[src/rtl/alu_pkg.sv]
// alu_pkg: ALU op codes, ALUOp encodings and R-type funct codes shared by the ALU and its issue stage
package alu_pkg;

    localparam logic [3:0] ALU_AND = 4'b0000;
    localparam logic [3:0] ALU_OR  = 4'b0001;
    localparam logic [3:0] ALU_ADD = 4'b0010;
    localparam logic [3:0] ALU_SUB = 4'b0110;
    localparam logic [3:0] ALU_SLT = 4'b0111;
    localparam logic [3:0] ALU_NOR = 4'b1100;

    localparam logic [1:0] ALUOP_ADD   = 2'b00;
    localparam logic [1:0] ALUOP_SUB   = 2'b01;
    localparam logic [1:0] ALUOP_RTYPE = 2'b10;
    localparam logic [1:0] ALUOP_SLTI  = 2'b11;

    localparam logic [5:0] FUNCT_ADD = 6'b100000;
    localparam logic [5:0] FUNCT_SUB = 6'b100010;
    localparam logic [5:0] FUNCT_AND = 6'b100100;
    localparam logic [5:0] FUNCT_OR  = 6'b100101;
    localparam logic [5:0] FUNCT_SLT = 6'b101010;
    localparam logic [5:0] FUNCT_NOR = 6'b100111;

endpackage

[src/rtl/alu_issue_stage_fwd_mux.sv]
// fwd_mux: picks the newest value of one source register from EX/MEM, MEM/WB or the register file
//   i_idx                              source register index
//   i_rf_data                          register-file read data
//   i_exmem_we/_rd/_data               EX/MEM write-back (takes priority, it is newer)
//   i_memwb_we/_rd/_data               MEM/WB write-back
//   o_data                             forwarded operand
module fwd_mux #(
    parameter int WIDTH = 32,
    parameter int REGW  = 5
) (
    input  logic [REGW-1:0]  i_idx,
    input  logic [WIDTH-1:0] i_rf_data,
    input  logic             i_exmem_we,
    input  logic [REGW-1:0]  i_exmem_rd,
    input  logic [WIDTH-1:0] i_exmem_data,
    input  logic             i_memwb_we,
    input  logic [REGW-1:0]  i_memwb_rd,
    input  logic [WIDTH-1:0] i_memwb_data,
    output logic [WIDTH-1:0] o_data
);

    // Register 0 is hard-wired to zero, so a pending write to it is never forwarded
    logic w_hit_exmem, w_hit_memwb;

    assign w_hit_exmem = i_exmem_we && i_exmem_rd != '0 && i_exmem_rd == i_idx;
    assign w_hit_memwb = i_memwb_we && i_memwb_rd != '0 && i_memwb_rd == i_idx;
    assign o_data      = w_hit_exmem ? i_exmem_data : w_hit_memwb ? i_memwb_data : i_rf_data;

endmodule

[src/rtl/alu_issue_stage.sv]
// alu_issue_stage: ID/EX stage that decodes the ALU op, forwards operands and holds them in a one-entry valid/ready register
//   clk, reset                         clock, asynchronous active-high reset
//   in_valid/in_ready                  decode handshake
//   alu_op_in, funct                   ALUOp class and R-type function field
//   use_imm, imm                       select sign-extended immediate for i1
//   rs, rt, rs_data, rt_data           source indices and register-file data
//   exmem_*/memwb_*                    downstream write-backs used for forwarding
//   flush                              squash held and incoming instruction
//   out_valid/out_ready                execute handshake
//   i0, i1, op, illegal                registered ALU inputs and decode error flag
module alu_issue_stage
    import alu_pkg::*;
#(
    parameter int WIDTH = 32,
    parameter int REGW  = 5
) (
    input  logic             clk,
    input  logic             reset,
    input  logic             in_valid,
    output logic             in_ready,
    input  logic [1:0]       alu_op_in,
    input  logic [5:0]       funct,
    input  logic             use_imm,
    input  logic [15:0]      imm,
    input  logic [REGW-1:0]  rs,
    input  logic [REGW-1:0]  rt,
    input  logic [WIDTH-1:0] rs_data,
    input  logic [WIDTH-1:0] rt_data,
    input  logic             exmem_we,
    input  logic             memwb_we,
    input  logic [REGW-1:0]  exmem_rd,
    input  logic [REGW-1:0]  memwb_rd,
    input  logic [WIDTH-1:0] exmem_data,
    input  logic [WIDTH-1:0] memwb_data,
    input  logic             flush,
    output logic             out_valid,
    input  logic             out_ready,
    output logic [WIDTH-1:0] i0,
    output logic [WIDTH-1:0] i1,
    output logic [3:0]       op,
    output logic             illegal
);

    logic             r_out_valid;
    logic [WIDTH-1:0] r_i0, r_i1;
    logic [3:0]       r_op;
    logic             r_illegal;

    logic             w_capture;
    logic [WIDTH-1:0] w_fwd_a, w_fwd_b, w_i1;
    logic [3:0]       w_funct_op, w_op;
    logic             w_funct_ok, w_illegal;

    fwd_mux #(.WIDTH(WIDTH), .REGW(REGW)) u_fwd_a (
        .i_idx(rs), .i_rf_data(rs_data),
        .i_exmem_we(exmem_we), .i_exmem_rd(exmem_rd), .i_exmem_data(exmem_data),
        .i_memwb_we(memwb_we), .i_memwb_rd(memwb_rd), .i_memwb_data(memwb_data),
        .o_data(w_fwd_a)
    );

    fwd_mux #(.WIDTH(WIDTH), .REGW(REGW)) u_fwd_b (
        .i_idx(rt), .i_rf_data(rt_data),
        .i_exmem_we(exmem_we), .i_exmem_rd(exmem_rd), .i_exmem_data(exmem_data),
        .i_memwb_we(memwb_we), .i_memwb_rd(memwb_rd), .i_memwb_data(memwb_data),
        .o_data(w_fwd_b)
    );

    assign w_funct_op = funct == FUNCT_ADD ? ALU_ADD :
                        funct == FUNCT_SUB ? ALU_SUB :
                        funct == FUNCT_AND ? ALU_AND :
                        funct == FUNCT_OR  ? ALU_OR  :
                        funct == FUNCT_SLT ? ALU_SLT :
                        funct == FUNCT_NOR ? ALU_NOR : ALU_ADD;
    assign w_funct_ok = funct inside {FUNCT_ADD, FUNCT_SUB, FUNCT_AND, FUNCT_OR, FUNCT_SLT, FUNCT_NOR};
    assign w_op       = alu_op_in == ALUOP_ADD  ? ALU_ADD :
                        alu_op_in == ALUOP_SUB  ? ALU_SUB :
                        alu_op_in == ALUOP_SLTI ? ALU_SLT : w_funct_op;
    assign w_illegal  = alu_op_in == ALUOP_RTYPE && !w_funct_ok;
    assign w_i1       = use_imm ? {{(WIDTH-16){imm[15]}}, imm} : w_fwd_b;

    // Single entry without skid: accept only when empty or being drained this cycle
    assign in_ready  = !r_out_valid || out_ready;
    assign w_capture = in_valid && in_ready && !flush;

    always_ff @(posedge clk or posedge reset) begin
        if (reset) begin
            r_out_valid <= 1'b0;
            r_i0        <= '0;
            r_i1        <= '0;
            r_op        <= ALU_ADD;
            r_illegal   <= 1'b0;
        end else begin
            r_out_valid <= flush ? 1'b0 : w_capture ? 1'b1 : out_ready ? 1'b0 : r_out_valid;
            if (w_capture) begin
                r_i0      <= w_fwd_a;
                r_i1      <= w_i1;
                r_op      <= w_op;
                r_illegal <= w_illegal;
            end
        end
    end

    assign out_valid = r_out_valid;
    assign i0        = r_i0;
    assign i1        = r_i1;
    assign op        = r_op;
    assign illegal   = r_illegal;

endmodule

[config.mk]
export PLATFORM = sky130hd
export DESIGN_NAME = alu_issue_stage
export DESIGN_NICKNAME = d
export VERILOG_FILES = /design/src/rtl/alu_pkg.sv /design/src/rtl/alu_issue_stage_fwd_mux.sv /design/src/rtl/alu_issue_stage.sv
export SDC_FILE = /design/constraint.sdc
export NUM_CORES = 1
export LEC_CHECK = 0
export ABC_AREA = 1
export BUFFER_PORTS_ARGS = -buffer_cell sky130_fd_sc_hd__buf_2
export CAP_MARGIN = 20
export CORE_ASPECT_RATIO = 1.2
export CORE_MARGIN = 4
export CORE_UTILIZATION = 25
export DETAILED_ROUTE_END_ITERATION = 6
export PLACE_DENSITY_LB_ADDON = 0.25
export SYNTH_ARGS = -nofsm -noshare
export SYNTH_HDL_FRONTEND = slang
export SYNTH_SLANG_ARGS = --single-unit
[constraint.sdc]
create_clock -name clk -period 2.6 [get_ports clk]
set_input_delay 0.26 -clock clk [delete_from_list [all_inputs] [get_ports clk]]
set_output_delay 0.26 -clock clk [all_outputs]
set_load 0.01 [all_outputs]
==> out/metrics.yaml <==
final_hold_viol_count: 0
final_cell_mix: "nand2_1, buf_2, nand3_1"
hold_end: "out_valid"
clock_latency_ns: 0.35
fin_tns_setup_ns: 0
die-area_mm2: 0.0237
clockBufferDepth: 2
cts_setup_buffers: 0
coreArea_mm2: 0.0209
yosys.area.top_type_share: 0.325
place_hpwl_mm: 16.5
synth.avg_cell_area_um2: 6.16
holdWs_ns: 0.116
io_pins: 251
setup_viol: 0
clkTransAtPathRegs_ns: 0.06
drtIter0Drc: 427
postPlaceCellArea_mm2: 0.00686
grt_first_pass_wirelength_mm: 36.3
p_per_area_mw_per_mm2: 558
cts_sinks: 70
antennaDiodeCount: 0
drtAntennaViolNets: 0
worst_pin_slew_ns: 0.996
drive_gt1_frac: 0.274
layout_min_cycle_time_ns: 1.82
ys_seq_area_frac: 0.330
synthesis.nets: 1042
r2r_slack_ns: 0.78
power_mw: 4.04
fmax_mhz: 551
vias_per_cell: 4.70
cap_viol_max_count: 0
rows: 58
grt_usage: 0.196
die_w_um: 141
reg2reg_depth: 6
ys_types: 25
synth_async_sr_flop_share: 1.00
start_util: 0.254
numCtsBuffers: 9
synth_edf_count: 0
postCtsHoldBufs: 1
hold_class: "in -> reg"
first_pass_iters: 4
dieHeight_um: 168
max_stage_delay_ns: 0.72
endpoint_kind: "register"
period_share: 0.698
crit_slowest_cell: "a21oi_2"
synth_top_cell_by_area: "dfrtp_1"
route.detailed.drc: 0
grt_start_max_net_pins: 63
critPathRequiredTime_ns: 2.78
cp.arrival_ns: 2.00
ys.flop_type: "dfrtp_1"
hold_depth: 2
port_buffers: 250
final_common_cell: "nand2_1"
antenna_found_initial: 1
rsz0062_at_grt: "no"
syn_to_final_growth_pct: 36.2
syn_area_mm2: 0.00531
postRouteWirelength_mm: 23.4
crit_chain: "inv_1 -> nor2_1 -> nor3_4 -> inv_2 -> a21oi_2 -> a21oi_1"
fin_skew_ns: 0.00542
setup.worst_path.start_class: "register"
vias: 6392
r2r-start: "out_valid"
maxSlewHeadroom: 0.336
synth_cells: 862
crit_type: "reg -> reg"
htree_num_levels: 3
maxSlewViolCount: 0
stdcell_area_mm2: 0.00724
wl_per_cell_um: 17.2
cts_resized: 0
ir_worst_vdd_v: 0.000274
tritoncts: "yes"
finalNetCount: 1266
grt_overflow: 0
crit_fanout: 17
cts-root-buf: "clkbuf_16"
synthTopCellsByArea: "dfrtp_1, nand2_1, nand3_1"
outcome: "complete, no violations"
worstReg2RegEnd: "i1[17]"
gp_congestion: 0.853
grt_pass1_vias: 6636
yosys_warnings: 0
dp_slack_ns: 0.681
ys_seq_elements: 70
leakage_nw: 4.24
worst_slack_ns: 0.784
hold_start: "flush"
-- worst max-delay path: cells and delay by family, from the launching register on --
family | cells | cell delay [ns]
flip-flops | 1 | 0.37
AO/OA/AOI/OAI | 2 | 0.90
AND/OR/NAND/NOR | 2 | 0.25
buffers and inverters | 2 | 0.13
-- cell usage after synthesis (2+ instances only) --
master,number
clkbuf_1,17
xnor2_1,7
buf_2,40
nand3b_1,9
nand3_1,158
nor2_2,2
nor3_4,3
xor2_1,11
dfrtp_1,69
nand2_1,292
o31ai_1,2
nand4_1,34
nor2_1,55
inv_1,116
a21oi_1,37
-- cells by family (layout without fill, tap and decap cells) --
logic type / after synthesis / count (layout) / share of synthesized area
AND/OR/NAND/NOR: 557 / 557 / 0.464
buffers and inverters: 174 / 403 / 0.132
flip-flops: 70 / 70 / 0.330
AO/OA/AOI/OAI: 43 / 43 / 0.0436
XOR/XNOR: 18 / 18 / 0.0297
-- layout make-up --
type | count | area (um^2)
clock buffers | 10 | 229
fillers | 2349 | 13700
inverters | 117 | 440
repair buffers | 270 | 1450
well taps | 270 | 338
flip-flops and latches | 70 | 1750
multi-input cells | 618 | 2890
clock inverters | 6 | 134
-- worst max path at each step --
stage | slack [ns] | startpoint | end
2_1_floorplan | 0.57 | reset | i0[0]
6_report | 0.78 | out_valid | i1[17]
5_1_grt | 0.61 | out_valid | i1[25]
3_3_place_gp | 0.72 | rs[1] | i0[23]
3_5_place_dp | 0.68 | exmem_rd[2] | i1[17]
4_1_cts | 0.75 | out_valid | i1[17]
-- state kept, by name (all words and copies together) (netlist names) --
signal / flops
i0: 32
i1: 32
illegal: 1
op: 4
out_valid: 1
-- metal layers --
layer / vias up / global-route usage / part of all wire
met3: 45 / 0.0374 / 0.065
met1: 2940 / 0.248 / 0.42
met5: - / 0 / 0.00056
met4: 2 / 0.0678 / 0.028
met2: 242 / 0.332 / 0.49
li1: 3163 / - / -
-- stage by stage --
| stage | std cells | utilization |
|---|---|---|
| 3_3_place_gp | 1344 | 0.328 |
| 3_5_place_dp | 1344 | 0.328 |
| 5_1_grt | 1361 | 0.346 |
| 2_1_floorplan | 862 | - |
| 4_1_cts | 1361 | 0.346 |
| 6_report | 1361 | 0.346 |
-- report_power, final --
group,internal (mW),total [mW],switching (mW)
registers,1.26,1.36,0.0972
clock network,1.04,1.57,0.534
logic,0.422,1.11,0.687
total,2.72,4.04,1.32
No activity file was read; power rests on OpenSTA's default activity.
